[src/rtl/lsu_if.sv]
// lsu_if: request, response and data-memory port signals of the load/store sequencer
interface lsu_if;
    logic        req_valid;
    logic        req_ready;
    logic        req_we;
    logic [2:0]  req_funct3;
    logic [31:0] req_addr;
    logic [31:0] req_wdata;
    logic        resp_valid;
    logic        resp_ready;
    logic [31:0] resp_rdata;
    logic        resp_err;
    logic        mem_valid;
    logic        mem_ready;
    logic        mem_we;
    logic [31:0] mem_addr;
    logic [3:0]  mem_be;
    logic [31:0] mem_wdata;
    logic [31:0] mem_rdata;
    modport slave (
        input  req_valid, req_we, req_funct3, req_addr, req_wdata, resp_ready, mem_ready, mem_rdata,
        output req_ready, resp_valid, resp_rdata, resp_err, mem_valid, mem_we, mem_addr, mem_be, mem_wdata
    );
    modport master (
        output req_valid, req_we, req_funct3, req_addr, req_wdata, resp_ready, mem_ready, mem_rdata,
        input  req_ready, resp_valid, resp_rdata, resp_err, mem_valid, mem_we, mem_addr, mem_be, mem_wdata
    );
endinterface

[src/rtl/lsu_ctrl.sv]
// lsu_ctrl: load/store sequencer with misaligned split, lane alignment and load extension
module lsu_ctrl #(
    parameter bit SPLIT_MISALIGNED = 1'b1
) (
    input logic  clk,
    input logic  rst,
    lsu_if.slave bus
);
    typedef enum logic [1:0] {IDLE, ACC0, ACC1, RESP} state_t;

    state_t      state, next;
    logic        we, err;
    logic [2:0]  f3;
    logic [31:0] addr, wdata, buf_lo, buf_hi;
    logic [1:0]  off;
    logic [3:0]  mask;
    logic [7:0]  bm;
    logic [31:0] masked, merged, ext, base;
    logic [63:0] wide;
    logic        in_mis, in_err;

    function automatic logic [2:0] sz(input logic [1:0] f);
        return f == 2'b00 ? 3'd1 : f == 2'b01 ? 3'd2 : 3'd4;
    endfunction

    always_comb begin
        in_mis = ({1'b0, bus.req_addr[1:0]} + sz(bus.req_funct3[1:0])) > 3'd4;
        in_err = bus.req_funct3 == 3'b011 || bus.req_funct3[2:1] == 2'b11 ||
                 (bus.req_we && bus.req_funct3[2]) || (!SPLIT_MISALIGNED && in_mis);
    end

    always_ff @(posedge clk or posedge rst) begin
        if (rst) state <= IDLE;
        else     state <= next;
    end

    always_ff @(posedge clk or posedge rst) begin
        if (rst) begin
            we     <= 1'b0;
            err    <= 1'b0;
            f3     <= 3'b0;
            addr   <= 32'b0;
            wdata  <= 32'b0;
            buf_lo <= 32'b0;
            buf_hi <= 32'b0;
        end else begin
            if (state == IDLE && bus.req_valid) begin
                we    <= bus.req_we;
                err   <= in_err;
                f3    <= bus.req_funct3;
                addr  <= bus.req_addr;
                wdata <= bus.req_wdata;
            end
            if (state == ACC0 && bus.mem_ready && !we) buf_lo <= bus.mem_rdata;
            if (state == ACC1 && bus.mem_ready && !we) buf_hi <= bus.mem_rdata;
        end
    end

    always_comb begin
        next = state;
        case (state)
            IDLE: next = bus.req_valid ? (in_err ? RESP : ACC0) : IDLE;
            ACC0: next = bus.mem_ready ? (|bm[7:4] ? ACC1 : RESP) : ACC0;
            ACC1: next = bus.mem_ready ? RESP : ACC1;
            RESP: next = bus.resp_ready ? IDLE : RESP;
            default: next = IDLE;
        endcase
    end

    // Lane alignment for stores and right-justification of load data share the byte offset
    always_comb begin
        off    = addr[1:0];
        base   = {addr[31:2], 2'b00};
        mask   = f3[1:0] == 2'b00 ? 4'b0001 : f3[1:0] == 2'b01 ? 4'b0011 : 4'b1111;
        bm     = {4'b0, mask} << off;
        masked = f3[1:0] == 2'b00 ? {24'b0, wdata[7:0]} : f3[1:0] == 2'b01 ? {16'b0, wdata[15:0]} : wdata;
        wide   = {32'b0, masked} << {off, 3'b000};
        merged = 32'({buf_hi, buf_lo} >> {off, 3'b000});
        ext    = f3 == 3'b000 ? {{24{merged[7]}}, merged[7:0]} :
                 f3 == 3'b001 ? {{16{merged[15]}}, merged[15:0]} :
                 f3 == 3'b100 ? {24'b0, merged[7:0]} :
                 f3 == 3'b101 ? {16'b0, merged[15:0]} : merged;
    end

    always_comb begin
        bus.req_ready  = state == IDLE;
        bus.mem_valid  = state == ACC0 || state == ACC1;
        bus.mem_we     = bus.mem_valid && we;
        bus.mem_addr   = state == ACC0 ? base : state == ACC1 ? base + 32'd4 : 32'b0;
        bus.mem_be     = state == ACC0 ? bm[3:0] : state == ACC1 ? bm[7:4] : 4'b0;
        bus.mem_wdata  = state == ACC0 ? wide[31:0] : state == ACC1 ? wide[63:32] : 32'b0;
        bus.resp_valid = state == RESP;
        bus.resp_err   = state == RESP && err;
        bus.resp_rdata = (state == RESP && !we && !err) ? ext : 32'b0;
    end
endmodule

[src/flat_wrapper.sv]
// flat-port wrapper written by rule: the top's interface ports become plain ports
module lsu_ctrl_flat 
#(
    parameter bit SPLIT_MISALIGNED = 1'b1
)
  (clk, rst, bus_req_valid, bus_req_we, bus_req_funct3, bus_req_addr, bus_req_wdata, bus_resp_ready, bus_mem_ready, bus_mem_rdata, bus_req_ready, bus_resp_valid, bus_resp_rdata, bus_resp_err, bus_mem_valid, bus_mem_we, bus_mem_addr, bus_mem_be, bus_mem_wdata);
  lsu_if bus_i ();
  input logic clk;
  input logic rst;
  input wire logic [$bits(bus_i.req_valid)-1:0] bus_req_valid;
  input wire logic [$bits(bus_i.req_we)-1:0] bus_req_we;
  input wire logic [$bits(bus_i.req_funct3)-1:0] bus_req_funct3;
  input wire logic [$bits(bus_i.req_addr)-1:0] bus_req_addr;
  input wire logic [$bits(bus_i.req_wdata)-1:0] bus_req_wdata;
  input wire logic [$bits(bus_i.resp_ready)-1:0] bus_resp_ready;
  input wire logic [$bits(bus_i.mem_ready)-1:0] bus_mem_ready;
  input wire logic [$bits(bus_i.mem_rdata)-1:0] bus_mem_rdata;
  output wire logic [$bits(bus_i.req_ready)-1:0] bus_req_ready;
  output wire logic [$bits(bus_i.resp_valid)-1:0] bus_resp_valid;
  output wire logic [$bits(bus_i.resp_rdata)-1:0] bus_resp_rdata;
  output wire logic [$bits(bus_i.resp_err)-1:0] bus_resp_err;
  output wire logic [$bits(bus_i.mem_valid)-1:0] bus_mem_valid;
  output wire logic [$bits(bus_i.mem_we)-1:0] bus_mem_we;
  output wire logic [$bits(bus_i.mem_addr)-1:0] bus_mem_addr;
  output wire logic [$bits(bus_i.mem_be)-1:0] bus_mem_be;
  output wire logic [$bits(bus_i.mem_wdata)-1:0] bus_mem_wdata;
  assign bus_i.req_valid = bus_req_valid;
  assign bus_i.req_we = bus_req_we;
  assign bus_i.req_funct3 = bus_req_funct3;
  assign bus_i.req_addr = bus_req_addr;
  assign bus_i.req_wdata = bus_req_wdata;
  assign bus_i.resp_ready = bus_resp_ready;
  assign bus_i.mem_ready = bus_mem_ready;
  assign bus_i.mem_rdata = bus_mem_rdata;
  assign bus_req_ready = bus_i.req_ready;
  assign bus_resp_valid = bus_i.resp_valid;
  assign bus_resp_rdata = bus_i.resp_rdata;
  assign bus_resp_err = bus_i.resp_err;
  assign bus_mem_valid = bus_i.mem_valid;
  assign bus_mem_we = bus_i.mem_we;
  assign bus_mem_addr = bus_i.mem_addr;
  assign bus_mem_be = bus_i.mem_be;
  assign bus_mem_wdata = bus_i.mem_wdata;
  lsu_ctrl #(.SPLIT_MISALIGNED(SPLIT_MISALIGNED)) u_core (.clk(clk), .rst(rst), .bus(bus_i));
endmodule
[config.mk]
export PLATFORM = sky130hd
export DESIGN_NAME = lsu_ctrl_flat
export DESIGN_NICKNAME = d
export VERILOG_FILES = /design/src/rtl/lsu_if.sv /design/src/rtl/lsu_ctrl.sv /design/src/flat_wrapper.sv
export SDC_FILE = /design/constraint.sdc
export NUM_CORES = 1
export LEC_CHECK = 0
export CORE_ASPECT_RATIO = 0.5
export CORE_MARGIN = 10
export CORE_UTILIZATION = 50
export CTS_BUF_LIST = sky130_fd_sc_hd__clkbuf_8
export CTS_CLUSTER_SIZE = 16
export DETAILED_ROUTE_END_ITERATION = 12
export PLACE_DENSITY_LB_ADDON = 0.2
export SETUP_SLACK_MARGIN = 0.2
export SLEW_MARGIN = 20
export SYNTH_ARGS = -nofsm -noshare
export SYNTH_HDL_FRONTEND = slang
export SYNTH_SLANG_ARGS = --single-unit
[constraint.sdc]
create_clock -name clk -period 5.1 [get_ports clk]
set_input_delay 0.51 -clock clk [delete_from_list [all_inputs] [get_ports clk]]
set_output_delay 0.51 -clock clk [all_outputs]
set_load 0.02 [all_outputs]
==> run summary <==
• **clock period minus final worst setup slack** 4.14 ns
• **number of filler cells placed in the layout** 1124
• **Worst R2R Start** u_core.state[0]$_DFF_PP0_
• **Syn-to-layout area delta** 34.0%
• **number of rows created at floorplan** 31
• **worst slew margin relative to its limit** 0.312
• **Worst-Skew Late Latency** 0.42 ns
• **synthesis-stage register bit count** 127
• **effective utilization at floorplan** 0.521
• **part of the Yosys area used for sequential elements** 0.413
• **Mapped Cells** 703
• **outcome** finished clean
• **reg2reg end** u_core.wdata[8]$_DFFE_PP0P_
• **Pleak** 4.03 nW
• **CTS hold repair buffers** 0
• **layout cell share with drive strength beyond 1** 0.246
• **total number of nets in the final design** 996
• **Mapped Avg Cell Area** 10.9 µm²
• **clock transition time at the flip-flop clock pins of the worst setup and hold paths** 0.09 ns
• **quantity of gates resized following cts** 0
• **diode insertion count for antenna repair** 0
• **buffers inserted during post-CTS setup optimization** 0
• **adder-cell area share of the yosys netlist** 0.00813
• **die span in x** 195 µm
• **Final ANT Viol Nets** 0
• **total negative setup slack** 0 ns
• **peak ir drop on the vdd network** 0.292 mV
• **max-cap viol count** 0
• **finished layout cell area** 10300 µm²
• **detailed placer's ending HPWL** 16800 µm
• **total count of hold-check failures in the final report** 0
• **critical path endpoint category** output port
• **standard cell core area** 14800 µm²
• **HP Start** u_core.buf_hi[21]$_DFFE_PP0P_
• **deepest level of the CTS H-tree** 4
• **Hold Path Class** register to register
• **vias in the first global route** 6582
• **TritonCTS sink count** 127
• **clock skew after layout** 0.0128 ns
• **first-iteration detailed-routing DRC count** 497
• **detailed-router iteration count before antenna repair** 5
• **Final setup violation count** 0
• **critical path, cell by cell** inv_1 -> ha_1 -> nand2b_1 -> nor2_1 -> a22oi_1 -> o21ai_0 -> clkdlybuf4s50_1
• **post-DR vias/cell** 5.95
• **Final Wtd Congestion** 0.895
• **wire length of the first global-routing pass** 36100 µm
• **CP max stage cell** nor2_1
• **Max Slew Vio Count** 0
• **asr flop ratio synth** 1.00
• **WHS Endpoint** u_core.buf_hi[21]$_DFFE_PP0P_
• **Worst EP required** 4.59 ns
• **fraction of the mapped netlist area in compound gates** 0.0998
• **parity-gate share of the synthesized area counting xor and xnor cells** 0.00569
• **CP max FO** 20
• **netlist area before placement** 7700 µm²
• **Port-buffer cells** 207
• **category of the most critical setup path** register to output port
• **main combinational cell family by area after synthesis** multiplexers
• **initial antenna violation count** 0
• **reg2reg path depth** 5
• **total via count in the routed design** 6529
• **flop-to-flop setup slack** 2.92 ns
• **proportion of synthesized area in mux cells** 0.312
• **number of library cell types mapped by synthesis** 55
• **Clock Root Buffer** clkbuf_8
• **CP arrival** 3.63 ns
• **DRC Markers** 0
• **f_max** 0.242 GHz
• **Final Cycle Share** 0.812
• **maximum number of pins on one net before global-route repair** 80
• **Simple-Gate Fraction of Synth Area** 0.126
• **Placed Instance Area** 9870 µm²
• **total routed wirelength** 23300 µm
• **yosys synthesis warning count** 0
• **DIE AREA** 21100 µm²
• **wire per inst** 21.3 µm
• **Post-synth EDFFs** 0
• **actual transition at the worst max-transition pin** 1.02 ns
• **maximum clock insertion buffer count** 2
• **gr usage total** 0.213
• **TritonCTS buffer count** 17
• **clock tree from TritonCTS** yes
• **Synth Flop Type** dfrtp_1
• **sum of internal, switching and leakage power** 6.98 mW
• **io pins** 210
• **leftover overflow at the end of global routing** 0
• **Worst Hold Slack** 0.507 ns
• **power density over the cells** 677 nW/µm²
• **die outline height** 108 µm
• **Critical Path Max Stage Delay** 0.69 ns
• **worst hold stages** 1
• **unrepaired setup endpoints after global routing** false
• **sort of element at the start of the critical path** register
[metrics by stage]
stage	setup slack, ns	util	cells
after floorplan	1.21	-	704
after global placement	1.56	0.668	1065
after detailed placement	1.46	0.668	1065
after CTS	0.977	0.698	1097
after global routing	0.672	0.698	1097
final	0.960	0.698	1097
[how the worst max path moves through the flow]
stage / slack [ns] / from / end / depth (start not counted)
global route: 0.67 / u_core.state[1]$_DFF_PP0_ / bus_mem_wdata[7] / 7
finish: 0.96 / u_core.state[1]$_DFF_PP0_ / bus_mem_wdata[1] / 7
detailed placement: 1.46 / u_core.state[1]$_DFF_PP0_ / bus_mem_wdata[1] / 7
CTS: 0.98 / u_core.state[1]$_DFF_PP0_ / bus_mem_wdata[1] / 7
floorplan: 1.21 / rst / u_core.addr[0]$_DFFE_PP0P_ / 1
global placement: 1.56 / u_core.state[1]$_DFF_PP0_ / bus_mem_wdata[1] / 7
[synth_stat cells (all sizes together) (2+ instances only)]
library cell | number | area, µm²
a21o | 2 | 15.0
or3 | 11 | 73.8
nor2b | 9 | 56.3
nand3 | 8 | 40.0
and3 | 2 | 12.5
ha | 5 | 62.6
xnor2 | 3 | 26.3
xor2 | 2 | 17.5
nor4 | 6 | 37.5
nor2 | 61 | 229
a221oi | 2 | 17.5
nor3 | 5 | 25.0
buf | 24 | 118
dfrtp | 127 | 3180
o21a | 2 | 15.0
a31oi | 10 | 62.6
or4 | 7 | 52.6
nand4 | 7 | 43.8
nand2 | 40 | 150
mux2i | 13 | 130
o31ai | 8 | 60.1
and4 | 3 | 26.3
and2 | 14 | 87.6
a21oi | 41 | 205
nand4b | 3 | 47.5
a22oi | 16 | 120
inv | 11 | 41.3
nand2b | 6 | 37.5
mux4 | 31 | 698
clkbuf | 27 | 101
o21ai | 33 | 165
mux2 | 140 | 1580
or2 | 4 | 25.0
o22ai | 9 | 56.3
[cells in the final DEF, fill, tap and decap left out, drive strengths merged, types with 3 or more instances in the layout]
cell           Yosys  final
nand4b             3      3
clkdlybuf4s50      0    207
nand2b             6      6
o22ai              9      9
nand4              7      7
clkinv             1      4
or2                4      4
nor2              61     61
mux4              31     31
and2              14     14
a31oi             10     10
nand3              8      8
a22oi             16     16
and4               3      3
or4                7      7
bufinv             0      4
or3               11     11
mux2i             13     13
nand2             40     40
o21ai             33     33
buf               24      7
nor2b              9      9
ha                 5      5
nor4               6      6
nor3               5      5
inv               11     17
xnor2              3      3
clkbuf            27     17
mux2             140    140
dfrtp            127    127
o31ai              8      8
a21oi             41     41
[state kept, by name (all words and copies together) (netlist names)]
name / flops
u_core.we: 1
u_core.state: 2
u_core.wdata: 32
u_core.buf_hi: 24
u_core.buf_lo: 32
u_core.addr: 32
u_core.err: 1
u_core.f3: 3
[layout make-up]
type                       count  area (µm²)  area share
inverter                      12        50.0     0.00485
sequential                   127        3180       0.309
multi-input combinational    514        4270       0.414
clock inverter                15         208      0.0201
tap                          198         248      0.0240
clock buffer                  17         234      0.0227
timing repair buffer         214        2120       0.206
[cell families (layout without fill, tap and decap cells)]
family,Yosys count,count (layout)
fa+ha+maj,5,5
buf+inv,63,258
flops,127,127
mux,184,184
xor+xnor,5,5
compound gates,129,129
simple gates,189,189
other cells,1,2
[per-layer routing]
metal | vias up | GRT usage | share of wire | wire, µm
li1 | 2967 | - | - | -
met1 | 3245 | 0.262 | 0.41 | 9480
met2 | 267 | 0.348 | 0.48 | 11200
met3 | 50 | 0.0578 | 0.083 | 1930
met4 | 0 | 0.0872 | 0.031 | 718
met5 | - | 0 | 0 | 0
[power breakdown]
group	switching, mW	internal [mW]	leakage (nW)
logic	1.77	2.01	2.30
registers	0.694	1.52	1.51
clock network	0.444	0.542	0.221
total	2.91	4.07	4.03
[worst max-delay path, delay by kind of cell, from the launching register on]
kind                       cells  cell delay [ns]
and+or+nand+nor                2             1.19
buffers and inverters          2             0.75
adders and majority gates      1             0.50
DFF                            1             0.41
AOI/OAI and AO/OA              2             0.35
No activity file was read; power rests on OpenSTA's default activity.
